===== src/rtl/alu_muldiv_seq_if.sv =====
// alu_muldiv_seq_if: request/response bundle for the execute unit.
//   Request side : in_valid/in_ready, md_en, alu_control, fn3, rs1_data, rs2_data
//   Response side: out_valid/out_ready, result, zero, div_by_zero
//   master = decode/writeback side, slave = execute unit.
interface alu_muldiv_seq_if #(parameter int XLEN = 32);
  logic            in_valid;
  logic            in_ready;
  logic            md_en;
  logic [3:0]      alu_control;
  logic [2:0]      fn3;
  logic [XLEN-1:0] rs1_data;
  logic [XLEN-1:0] rs2_data;
  logic            out_valid;
  logic            out_ready;
  logic [XLEN-1:0] result;
  logic            zero;
  logic            div_by_zero;

  modport master (
    output in_valid, md_en, alu_control, fn3, rs1_data, rs2_data, out_ready,
    input  in_ready, out_valid, result, zero, div_by_zero
  );

  modport slave (
    input  in_valid, md_en, alu_control, fn3, rs1_data, rs2_data, out_ready,
    output in_ready, out_valid, result, zero, div_by_zero
  );
endinterface


===== src/rtl/alu_muldiv_seq.sv =====
// alu_muldiv_seq: RV32I ALU/branch compare (1 cycle) plus RV32M multiply/divide
// on a shared iterative radix-2 engine (XLEN steps).
//   clk  : rising-edge clock
//   rst  : synchronous active-high reset
//   bus  : alu_muldiv_seq_if.slave (valid/ready request in, valid/ready result out)
module alu_muldiv_seq #(
  parameter int XLEN = 32
) (
  input  logic             clk,
  input  logic             rst,
  alu_muldiv_seq_if.slave  bus
);
  localparam int SHW = $clog2(XLEN);

  typedef enum logic [1:0] {IDLE, BUSY, DONE} state_t;

  state_t            state;
  logic [SHW-1:0]    cnt;
  // Shared engine register: mul = {partial high, multiplier}, div = {remainder, dividend/quotient}
  logic [2*XLEN-1:0] acc;
  logic [XLEN-1:0]   opb;      // multiplicand (mul) or divisor (div) magnitude
  logic [2:0]        fn_q;
  logic              sa_q, sb_q;
  logic              out_valid_q, zero_q, dbz_q;
  logic [XLEN-1:0]   result_q;

  wire [XLEN-1:0] a = bus.rs1_data;
  wire [XLEN-1:0] b = bus.rs2_data;

  // ---------------- base ALU / branch compare ----------------
  logic [XLEN-1:0] base_res;
  logic            base_zero;
  logic [SHW-1:0]  sh;

  always_comb begin
    sh        = b[SHW-1:0];
    base_res  = '0;
    base_zero = 1'b0;
    case (bus.alu_control)
      4'h0: base_res = a + b;
      4'h1: base_res = a - b;
      4'h2: base_res = a ^ b;
      4'h3: base_res = a | b;
      4'h4: base_res = a & b;
      4'h5: base_res = a << sh;
      4'h6: base_res = a >> sh;
      4'h7: base_res = $signed(a) >>> sh;
      4'h8: base_res = {{(XLEN-1){1'b0}}, $signed(a) < $signed(b)};
      4'h9: base_res = {{(XLEN-1){1'b0}}, a < b};
      4'hA: base_zero = (a == b);
      4'hB: base_zero = (a != b);
      4'hC: base_zero = ($signed(a) <  $signed(b));
      4'hD: base_zero = ($signed(a) >= $signed(b));
      4'hE: base_zero = (a <  b);
      4'hF: base_zero = (a >= b);
      default: ;
    endcase
  end

  // ---------------- operand conditioning at accept ----------------
  // Engine always runs on magnitudes; signs are reapplied at the end.
  logic            sa_in, sb_in;
  logic [XLEN-1:0] a_mag, b_mag;

  always_comb begin
    sa_in = (bus.fn3 inside {3'd1, 3'd2, 3'd4, 3'd6}) && a[XLEN-1];
    sb_in = (bus.fn3 inside {3'd1, 3'd4, 3'd6}) && b[XLEN-1];
    a_mag = sa_in ? -a : a;
    b_mag = sb_in ? -b : b;
  end

  // ---------------- one engine step ----------------
  logic [XLEN:0]     mul_sum, div_sh;
  logic [2*XLEN-1:0] mul_next, div_next, step, prod_fix;
  logic              div_ge;
  logic [XLEN-1:0]   div_rem, q_fix, r_fix, md_res;

  always_comb begin
    mul_sum  = {1'b0, acc[2*XLEN-1:XLEN]} + (acc[0] ? {1'b0, opb} : '0);
    mul_next = {mul_sum, acc[XLEN-1:1]};
    // Restoring divide: shift in next dividend bit, subtract if it fits.
    div_sh   = {acc[2*XLEN-1:XLEN], acc[XLEN-1]};
    div_ge   = (div_sh >= {1'b0, opb});
    div_rem  = div_ge ? XLEN'(div_sh - {1'b0, opb}) : div_sh[XLEN-1:0];
    div_next = {div_rem, acc[XLEN-2:0], div_ge};
    step     = fn_q[2] ? div_next : mul_next;
    prod_fix = (sa_q ^ sb_q) ? -step : step;
    q_fix    = (sa_q ^ sb_q) ? -step[XLEN-1:0] : step[XLEN-1:0];
    r_fix    = sa_q ? -step[2*XLEN-1:XLEN] : step[2*XLEN-1:XLEN];
    case (fn_q)
      3'd0:          md_res = prod_fix[XLEN-1:0];
      3'd1, 3'd2, 3'd3: md_res = prod_fix[2*XLEN-1:XLEN];
      3'd4, 3'd5:    md_res = q_fix;
      default:       md_res = r_fix;
    endcase
  end

  // ---------------- control FSM ----------------
  always_ff @(posedge clk) begin
    if (rst) begin
      state       <= IDLE;
      cnt         <= '0;
      acc         <= '0;
      opb         <= '0;
      fn_q        <= '0;
      sa_q        <= 1'b0;
      sb_q        <= 1'b0;
      out_valid_q <= 1'b0;
      result_q    <= '0;
      zero_q      <= 1'b0;
      dbz_q       <= 1'b0;
    end else begin
      case (state)
        IDLE: if (bus.in_valid) begin
          if (!bus.md_en) begin
            result_q    <= base_res;
            zero_q      <= base_zero;
            dbz_q       <= 1'b0;
            out_valid_q <= 1'b1;
            state       <= DONE;
          end else if (bus.fn3[2] && b == '0) begin
            // Divide by zero short-circuits: quotient all-ones, remainder = dividend
            result_q    <= bus.fn3[1] ? a : '1;
            zero_q      <= 1'b0;
            dbz_q       <= 1'b1;
            out_valid_q <= 1'b1;
            state       <= DONE;
          end else begin
            acc   <= {{XLEN{1'b0}}, bus.fn3[2] ? a_mag : b_mag};
            opb   <= bus.fn3[2] ? b_mag : a_mag;
            fn_q  <= bus.fn3;
            sa_q  <= sa_in;
            sb_q  <= sb_in;
            cnt   <= '0;
            state <= BUSY;
          end
        end
        BUSY: begin
          acc <= step;
          cnt <= cnt + 1'b1;
          if (cnt == SHW'(XLEN-1)) begin
            result_q    <= md_res;
            zero_q      <= 1'b0;
            dbz_q       <= 1'b0;
            out_valid_q <= 1'b1;
            state       <= DONE;
          end
        end
        DONE: if (bus.out_ready) begin
          out_valid_q <= 1'b0;
          state       <= IDLE;
        end
        default: state <= IDLE;
      endcase
    end
  end

  assign bus.in_ready    = (state == IDLE);
  assign bus.out_valid   = out_valid_q;
  assign bus.result      = result_q;
  assign bus.zero        = zero_q;
  assign bus.div_by_zero = dbz_q;
endmodule

===== src/flat_wrapper.sv =====
// flat-port wrapper written by rule: the top's interface ports become plain ports
module alu_muldiv_seq_flat 
#(
  parameter int XLEN = 32
)
  (clk, rst, bus_in_valid, bus_md_en, bus_alu_control, bus_fn3, bus_rs1_data, bus_rs2_data, bus_out_ready, bus_in_ready, bus_out_valid, bus_result, bus_zero, bus_div_by_zero);
  alu_muldiv_seq_if #(.XLEN(XLEN)) bus_i ();
  input  logic clk;
  input  logic rst;
  input wire logic [$bits(bus_i.in_valid)-1:0] bus_in_valid;
  input wire logic [$bits(bus_i.md_en)-1:0] bus_md_en;
  input wire logic [$bits(bus_i.alu_control)-1:0] bus_alu_control;
  input wire logic [$bits(bus_i.fn3)-1:0] bus_fn3;
  input wire logic [$bits(bus_i.rs1_data)-1:0] bus_rs1_data;
  input wire logic [$bits(bus_i.rs2_data)-1:0] bus_rs2_data;
  input wire logic [$bits(bus_i.out_ready)-1:0] bus_out_ready;
  output wire logic [$bits(bus_i.in_ready)-1:0] bus_in_ready;
  output wire logic [$bits(bus_i.out_valid)-1:0] bus_out_valid;
  output wire logic [$bits(bus_i.result)-1:0] bus_result;
  output wire logic [$bits(bus_i.zero)-1:0] bus_zero;
  output wire logic [$bits(bus_i.div_by_zero)-1:0] bus_div_by_zero;
  assign bus_i.in_valid = bus_in_valid;
  assign bus_i.md_en = bus_md_en;
  assign bus_i.alu_control = bus_alu_control;
  assign bus_i.fn3 = bus_fn3;
  assign bus_i.rs1_data = bus_rs1_data;
  assign bus_i.rs2_data = bus_rs2_data;
  assign bus_i.out_ready = bus_out_ready;
  assign bus_in_ready = bus_i.in_ready;
  assign bus_out_valid = bus_i.out_valid;
  assign bus_result = bus_i.result;
  assign bus_zero = bus_i.zero;
  assign bus_div_by_zero = bus_i.div_by_zero;
  alu_muldiv_seq #(.XLEN(XLEN)) u_core (.clk(clk), .rst(rst), .bus(bus_i));
endmodule

===== config.mk =====
export PLATFORM = sky130hd
export DESIGN_NAME = alu_muldiv_seq_flat
export DESIGN_NICKNAME = d
export VERILOG_FILES = /design/src/rtl/alu_muldiv_seq_if.sv /design/src/rtl/alu_muldiv_seq.sv /design/src/flat_wrapper.sv
export SDC_FILE = /design/constraint.sdc
export NUM_CORES = 1
export LEC_CHECK = 0
export BUFFER_PORTS_ARGS = -buffer_cell sky130_fd_sc_hd__buf_4
export CAP_MARGIN = 30
export CORE_MARGIN = 2
export CORE_UTILIZATION = 45
export DETAILED_ROUTE_END_ITERATION = 7
export MAX_ROUTING_LAYER = met4
export PLACE_DENSITY_LB_ADDON = 0.05
export SYNTH_ARGS = -nofsm -noshare
export SYNTH_HDL_FRONTEND = slang
export SYNTH_SLANG_ARGS = --single-unit

===== constraint.sdc =====
create_clock -name clk -period 11.6 [get_ports clk]
set_clock_uncertainty 0.15 [all_clocks]
set_input_delay 0.58 -clock clk [delete_from_list [all_inputs] [get_ports clk]]
set_output_delay 0.58 -clock clk [all_outputs]
set_load 0.005 [all_outputs]

# Word-level counts from Yosys, hierarchy flattened
# Index checks and enable logic that the tools add are counted.
[op_classes]
addsub = 10
magnitude_cmp = 5
eq_ne = 35
shifts = 3
muxes = 47
bitwise_logic = 5
reduce_logical = 18
[ops]
columns = ["op", "n"]
rows = [
  ["two-way mux 32 bit", 13],
  ["two-way mux 64 bit", 5],
  ["case mux 32 bit (10 select lines)", 1],
  ["negator 32 bit", 4],
  ["case mux 64 bit (2 select lines)", 1],
  ["case mux 32 bit (3 select lines)", 1],
  [">= comparator 32 bit", 2],
  ["< comparator 32 bit", 2],
  ["negator 64 bit", 1],
  ["case mux 32 bit (2 select lines)", 1],
  ["subtractor 32 bit", 2],
  ["adder 32 x 32 -> 33 bit", 1],
  [">= comparator 33 x 32 -> 1 bit", 1],
  ["adder 32 bit", 1],
  ["AND 32 bit", 1],
  ["equality test 32 bit", 1],
  ["equality test 4 bit (second input constant)", 8],
  ["logical NOT 32 bit", 1],
  ["inequality test 32 bit", 1],
  ["bitwise OR 32 bit", 1],
  ["<< shifter 32 x 5 -> 32 bit", 1],
  [">> shifter 32 x 5 -> 32 bit", 1],
  [">>> shifter 32 x 5 -> 32 bit", 1],
  ["XOR 32 bit", 1],
  ["35 further kinds", 70],
]
[word_totals]
ff_bits = 143
in_bits = 76
output_inout_bits = 36
wordCells = 134

# Longest topological paths before layout
[depth]
depth_word = 9
mapped_depth = 23
mapped_depth_nobuf = 20

# Least setup slack after synthesis
# No wires, ideal clock.
[synth_path]
kind = "input to register"
from = "input port bus_rs2_data[1]"
to = "register u_core.result_q[31] (netlist: u_core.bus.result[31])"
setup_ns = 0.132
arrival_ns = 4.824
required_time_ns = 11.318
setup_slack_ns = 6.494
cell_stages = 18
path_buffers = 3
cell_sequence = "clkbuf_1 > inv_2 > buf_1 > buf_1 > ha_1 > a21o_1 > a311o_1 > o221ai_1 > nand3_1 > nor4_1 > o31ai_1 > a41oi_1 > a2111oi_0 > a2111oi_0 > a21oi_1 > xor2_1 > a2111oi_0 > o22ai_1"
[synth_between]
elab_chain_cells = 5
word_cells_on_any_way = 13
classes_between = "add/sub: 2; eq/ne: 1; shift: 3; mux: 4; reduce/logical: 3"
[synth_lines]
columns = ["element", "line_no", "text"]
rows = [
  ["start: declaration", "flat_wrapper.sv:15", "input wire logic [$bits(bus_i.rs2_data)-1:0] bus_rs2_data;"],
  ["subtractor 32 bit (tied with other cells)", "alu_muldiv_seq.sv:41", "4'h1: base_res = a - b;"],
  ["case mux 32 bit (10 select lines)", "alu_muldiv_seq.sv:39", "case (bus.alu_control)"],
  ["two-way mux 32 bit", "alu_muldiv_seq.sv:115", "if (!bus.md_en) begin"],
  ["two-way mux 32 bit", "alu_muldiv_seq.sv:114", "IDLE: if (bus.in_valid) begin"],
  ["case mux 32 bit (2 select lines)", "alu_muldiv_seq.sv:113", "case (state)"],
  ["end signal: assignment", "alu_muldiv_seq.sv:116", "result_q <= base_res;"],
  ["end signal: assignment", "alu_muldiv_seq.sv:123", "result_q <= bus.fn3[1] ? a : '1;"],
  ["end signal: assignment", "alu_muldiv_seq.sv:142", "result_q <= md_res;"],
  ["end: declaration", "alu_muldiv_seq.sv:25", "logic [XLEN-1:0] result_q;"],
]
# Parallel ways exist; a longest one is shown, timed or not. The select of a mux whose other input is x is not followed.
# A chain may end at the register's enable or synchronous reset.

# Final worst setup path
[layout_path]
from = "register u_core.opb[16]"
to = "register u_core.result_q[20] (netlist: u_core.bus.result[20])"
[layout_between]
elab_chain_cells = 8
word_cells_on_any_way = 15
classes_between = "add/sub: 5; order compare: 1; mux: 9"
[layout_lines]
columns = ["element", "line_no", "text"]
rows = [
  ["start: declaration", "alu_muldiv_seq.sv:21", "logic [XLEN-1:0] opb;"],
  ["start signal: assignment", "alu_muldiv_seq.sv:130", "opb <= bus.fn3[2] ? b_mag : a_mag;"],
  ["two-way mux 32 bit (tied with other cells)", "alu_muldiv_seq.sv:79", "mul_sum = {1'b0, acc[2*XLEN-1:XLEN]} + (acc[0] ? {1'b0, opb} : '0);"],
  ["adder 32 x 32 -> 33 bit / two-way mux 32 bit (equally long branches)", "alu_muldiv_seq.sv:79, alu_muldiv_seq.sv:84", ""],
  ["two-way mux 64 bit (*)", "alu_muldiv_seq.sv:86", "step = fn_q[2] ? div_next : mul_next;"],
  ["negator 64 bit / negator 32 bit (equally long branches)", "alu_muldiv_seq.sv:87, alu_muldiv_seq.sv:89", ""],
  ["two-way mux 64 bit / two-way mux 32 bit (equally long branches)", "alu_muldiv_seq.sv:87, alu_muldiv_seq.sv:89", ""],
  ["case mux 32 bit (3 select lines) (*)", "alu_muldiv_seq.sv:90", "case (fn_q)"],
  ["two-way mux 32 bit (*)", "alu_muldiv_seq.sv:141", "if (cnt == SHW'(XLEN-1)) begin"],
  ["case mux 32 bit (2 select lines) (*)", "alu_muldiv_seq.sv:113", ""],
]
# Mark *: on every way between the ends. The rest lies on a longest branch, timed or not. The select of a mux whose other input is x is not followed.

==> impl_metrics.csv <==
group,metric,value,unit
outcome,outcome,"finished with violations",
outcome,violations,"DRC",
finish,layout_commonest_cell,"nor2_1",
detailed_routing,initialDrtViolationCount,3672,
timing,fin_crit,6.66,ns
logic_synthesis,yosysUniqueCellTypes,106,
logic_synthesis,yosysWarnings,0,
timing,slew_headroom,26.0,%
setup_path,worst_ep_arrival_time,6.82,ns
pwr,seqPwrFrac,23.2,%
floorplan,dieArea,55800,sq um
clock_network,cts.sinks,143,
setup_path,r2r_slack,4.94,ns
clock_network,ctsHoldBuffers,0,
clock_network,clk_pin_slew_worst_paths,0.07,ns
place,place_hpwl,94000,um
setup_path,worst-path-buf-inv,3,
detailed_routing,vias,29100,
clock_network,cts_root_buf,"clkbuf_16",
logic_synthesis,synth_top_cell_area_share,11.8,%
timing,finalSetupViolCount,0,
timing,hold_viol_final,0,
logic_synthesis,syn_area,24300,sq um
pwr,switchingPower,1100,uW
global_route,grt_remaining_overflow,0,
timing,grt_setup_unrepaired,"false",
clock_network,cts_max_level,4,
clock_network,post-cts-setup-buffers,0,
setup_path,slowest_delay,0.79,ns
global_route,track_usage,42.7,%
finish,areaGrowthSynthToFinish,7.47,%
logic_synthesis,synth_edf_count,0,
pwr,peakVddDrop,0.0839,mV
setup_path,worstPathRequired,11.76,ns
logic_synthesis,synthCells,3607,
logic_synthesis,syn_avg_cell_area,6.72,sq um
timing,final-max-slew-violation-count,0,
pwr,comb_power_share,50.3,%
floorplan,boundaryPins,112,
floorplan,rows,85,
clock_network,cts_tree,"done",
finish,nets,3778,
finish,antenna_cells,0,
place,io_buffers,111,
setup_path,crit_chain,"inv_1 -> ha_1 -> a21oi_1 -> o21ai_0 -> nor3_4 -> o211ai_2 -> buf_4 -> a211o_1 -> inv_1 -> ha_1 -> nand2_1 -> nor2_1 -> mux2_2 -> o2111ai_4 -> nor4_1 -> and2_1 -> o31ai_1 -> o41ai_1 -> a21oi_1",
clock_network,clock_path_buffers,2,
setup_path,end_kind,"flip-flop",
timing,max_freq,0.150,GHz
finish,drive_above_1_share,8.38,%
logic_synthesis,synthTopCellsByArea,"dfxtp_1, ha_1, a21oi_1",
detailed_routing,wl,121000,um
pwr,p_int,1300,uW
finish,final_cell_mix,"nor2_1, a21oi_1, nand2_1",
setup_path,critical-path-top-delay-family,"compound AO/OA/AOI/OAI gates",
timing,worst_pin_slew,1.10,ns
setup_path,cp-start-kind,"flip-flop",
clock_network,clk-insertion-delay-late,0.47,ns
flow_run,maxCapViolations,0,
setup_path,path_class,"flip-flop to flip-flop",
clock_network,cts_resized,0,
detailed_routing,vias_per_cell,6.86,
pwr,p_leak,0.0104,uW
setup_path,slowest_stage,"nor4_1",
global_route,antenna_found_initial,0,
place,gp_congestion,1.07,
clock_network,cts_buffers,17,
finish,regArea,2870,sq um
hold_path,hold_class,"input port to flip-flop",
timing,tns,0,ns
timing,period_share,57.4,%
logic_synthesis,synth_top_area_cell,"dfxtp_1",
logic_synthesis,ys_seq_elements,143,
logic_synthesis,syn-num-nets,3854,
floorplan,fp.dieH,236,um
global_route,grt_pass1_vias,27400,
logic_synthesis,yosysSeqAreaShare,11.8,%
floorplan,core_area,53600,sq um
global_route,grt_start_max_net_pins,96,
detailed_routing,antenna_left,0,
floorplan,initial_core_util,45.2,%
global_route,grt_pass1_wl,176000,um
pwr,p_sw_share,45.8,%
pwr,power.density,91.9,nW/um^2
detailed_routing,wl_per_cell,28.4,um
detailed_routing,drc,1,
logic_synthesis,postSynth.asyncResetShare,0,%
detailed_routing,firstDrtPassIters,8,
logic_synthesis,ys_dominant_reg_cell,"dfxtp_1",
setup_path,path_max_fanout,17,
floorplan,die_x,236,um
finish,final_core_util,48.6,%
finish,fill_cells,5494,
pwr,clkPwrFrac,26.5,%
finish,multi_input_area,19700,sq um
## cells by family (layout without fill, tap and decap cells)
group | after synthesis | count (layout) | synth area share [%]
AOI/OAI and AO/OA | 1299 | 1299 | 35.2
xor gates and xnor gates | 191 | 191 | 6.90
adders and majority gates | 171 | 171 | 8.95
buffers and inverters | 440 | 377 | 7.04
DFF | 143 | 143 | 11.8
muxes | 155 | 155 | 6.72
and+or+nand+nor | 1208 | 1208 | 23.4
## power by group through the flow
stage	clock [uW]	combinational [uW]	sequential, uW
3_5_place_dp	0	1160	564
4_1_cts	639	1170	553
6_report	636	1200	555
5_1_grt	657	1280	557
2_1_floorplan	0	782	548
3_3_place_gp	0	1150	563
## worst paths after layout
| kind | start | endpoint | cells past startpoint |
|---|---|---|---|
| setup / recovery | u_core.opb[16] | u_core.bus.result[20] | 19 |
| hold / removal | bus_out_ready | u_core.bus.out_valid | 2 |
| setup reg to reg | u_core.opb[16] | u_core.bus.result[20] | 19 |
| hold reg to reg | u_core.bus.div_by_zero | u_core.bus.div_by_zero | 2 |
## flip-flops by register name (all words and copies together), names as in the netlist
name	count
u_core.fn_q	3
u_core.bus.result	32
u_core.opb	32
u_core.sa_q	1
u_core.bus.out_valid	1
u_core.bus.zero	1
u_core.acc	64
u_core.cnt	5
u_core.sb_q	1
u_core.bus.div_by_zero	1
u_core.state	2
## cell type report
class / instances / area share (%)
Clock buffer: 19 / 1.70
Clock inverter: 13 / 0.802
Inverter: 171 / 2.46
Multi-Input combinational cell: 3024 / 75.7
Sequential cell: 143 / 11.0
Tap cell: 696 / 3.34
Timing Repair Buffer: 174 / 4.99
## cells in the mapped netlist, types with 23 or more instances
| cell | count |
|---|---|
| o21ai_0 | 307 |
| o21a_1 | 23 |
| nand4_1 | 31 |
| o31ai_1 | 34 |
| o22ai_1 | 36 |
| or3_1 | 26 |
| a31oi_1 | 48 |
| nand3_1 | 80 |
| and3_1 | 30 |
| a21o_1 | 43 |
| o211ai_1 | 65 |
| nand2_1 | 307 |
| buf_1 | 30 |
| xnor2_1 | 146 |
| inv_1 | 167 |
| clkbuf_1 | 216 |
| mux2i_1 | 129 |
| a21oi_1 | 340 |
| nor2b_1 | 23 |
| nand2b_1 | 36 |
| ha_1 | 167 |
| o21bai_1 | 24 |
| nor4_1 | 26 |
| a221oi_1 | 29 |
| nor3_1 | 91 |
| and2_1 | 53 |
| nor2_1 | 432 |
| xor2_1 | 45 |
| a22oi_1 | 42 |
| a211oi_1 | 74 |
| dfxtp_1 | 143 |
## per-layer routing
layer  share of wire, %  track usage (%)  vias to the layer above  routed length, um
met1                 38             49.3                    13800              46000
met5                  0                -                        -                  0
met3                7.8             5.31                      427               9430
met4                7.9             29.1                        0               9550
met2                 46             69.4                     1700              55600
li1                   -                -                    13100                  -
## through the flow
| step | area, sq um | hold slack, ns | total power (uW) | setup WS [ns] | cells |
|---|---|---|---|---|---|
| 2_1_floorplan | 24300 | 0.290 | 1330 | 6.49 | 3607 |
| 3_3_place_gp | 25400 | 0.296 | 1720 | 5.18 | 4206 |
| 3_5_place_dp | 25400 | 0.303 | 1720 | 5.14 | 4208 |
| 4_1_cts | 26100 | 0.177 | 2360 | 5.12 | 4240 |
| 5_1_grt | 26100 | 0.197 | 2490 | 4.70 | 4240 |
| 6_report | 26100 | 0.190 | 2400 | 4.94 | 4240 |
No activity file was read; power rests on OpenSTA's default activity.
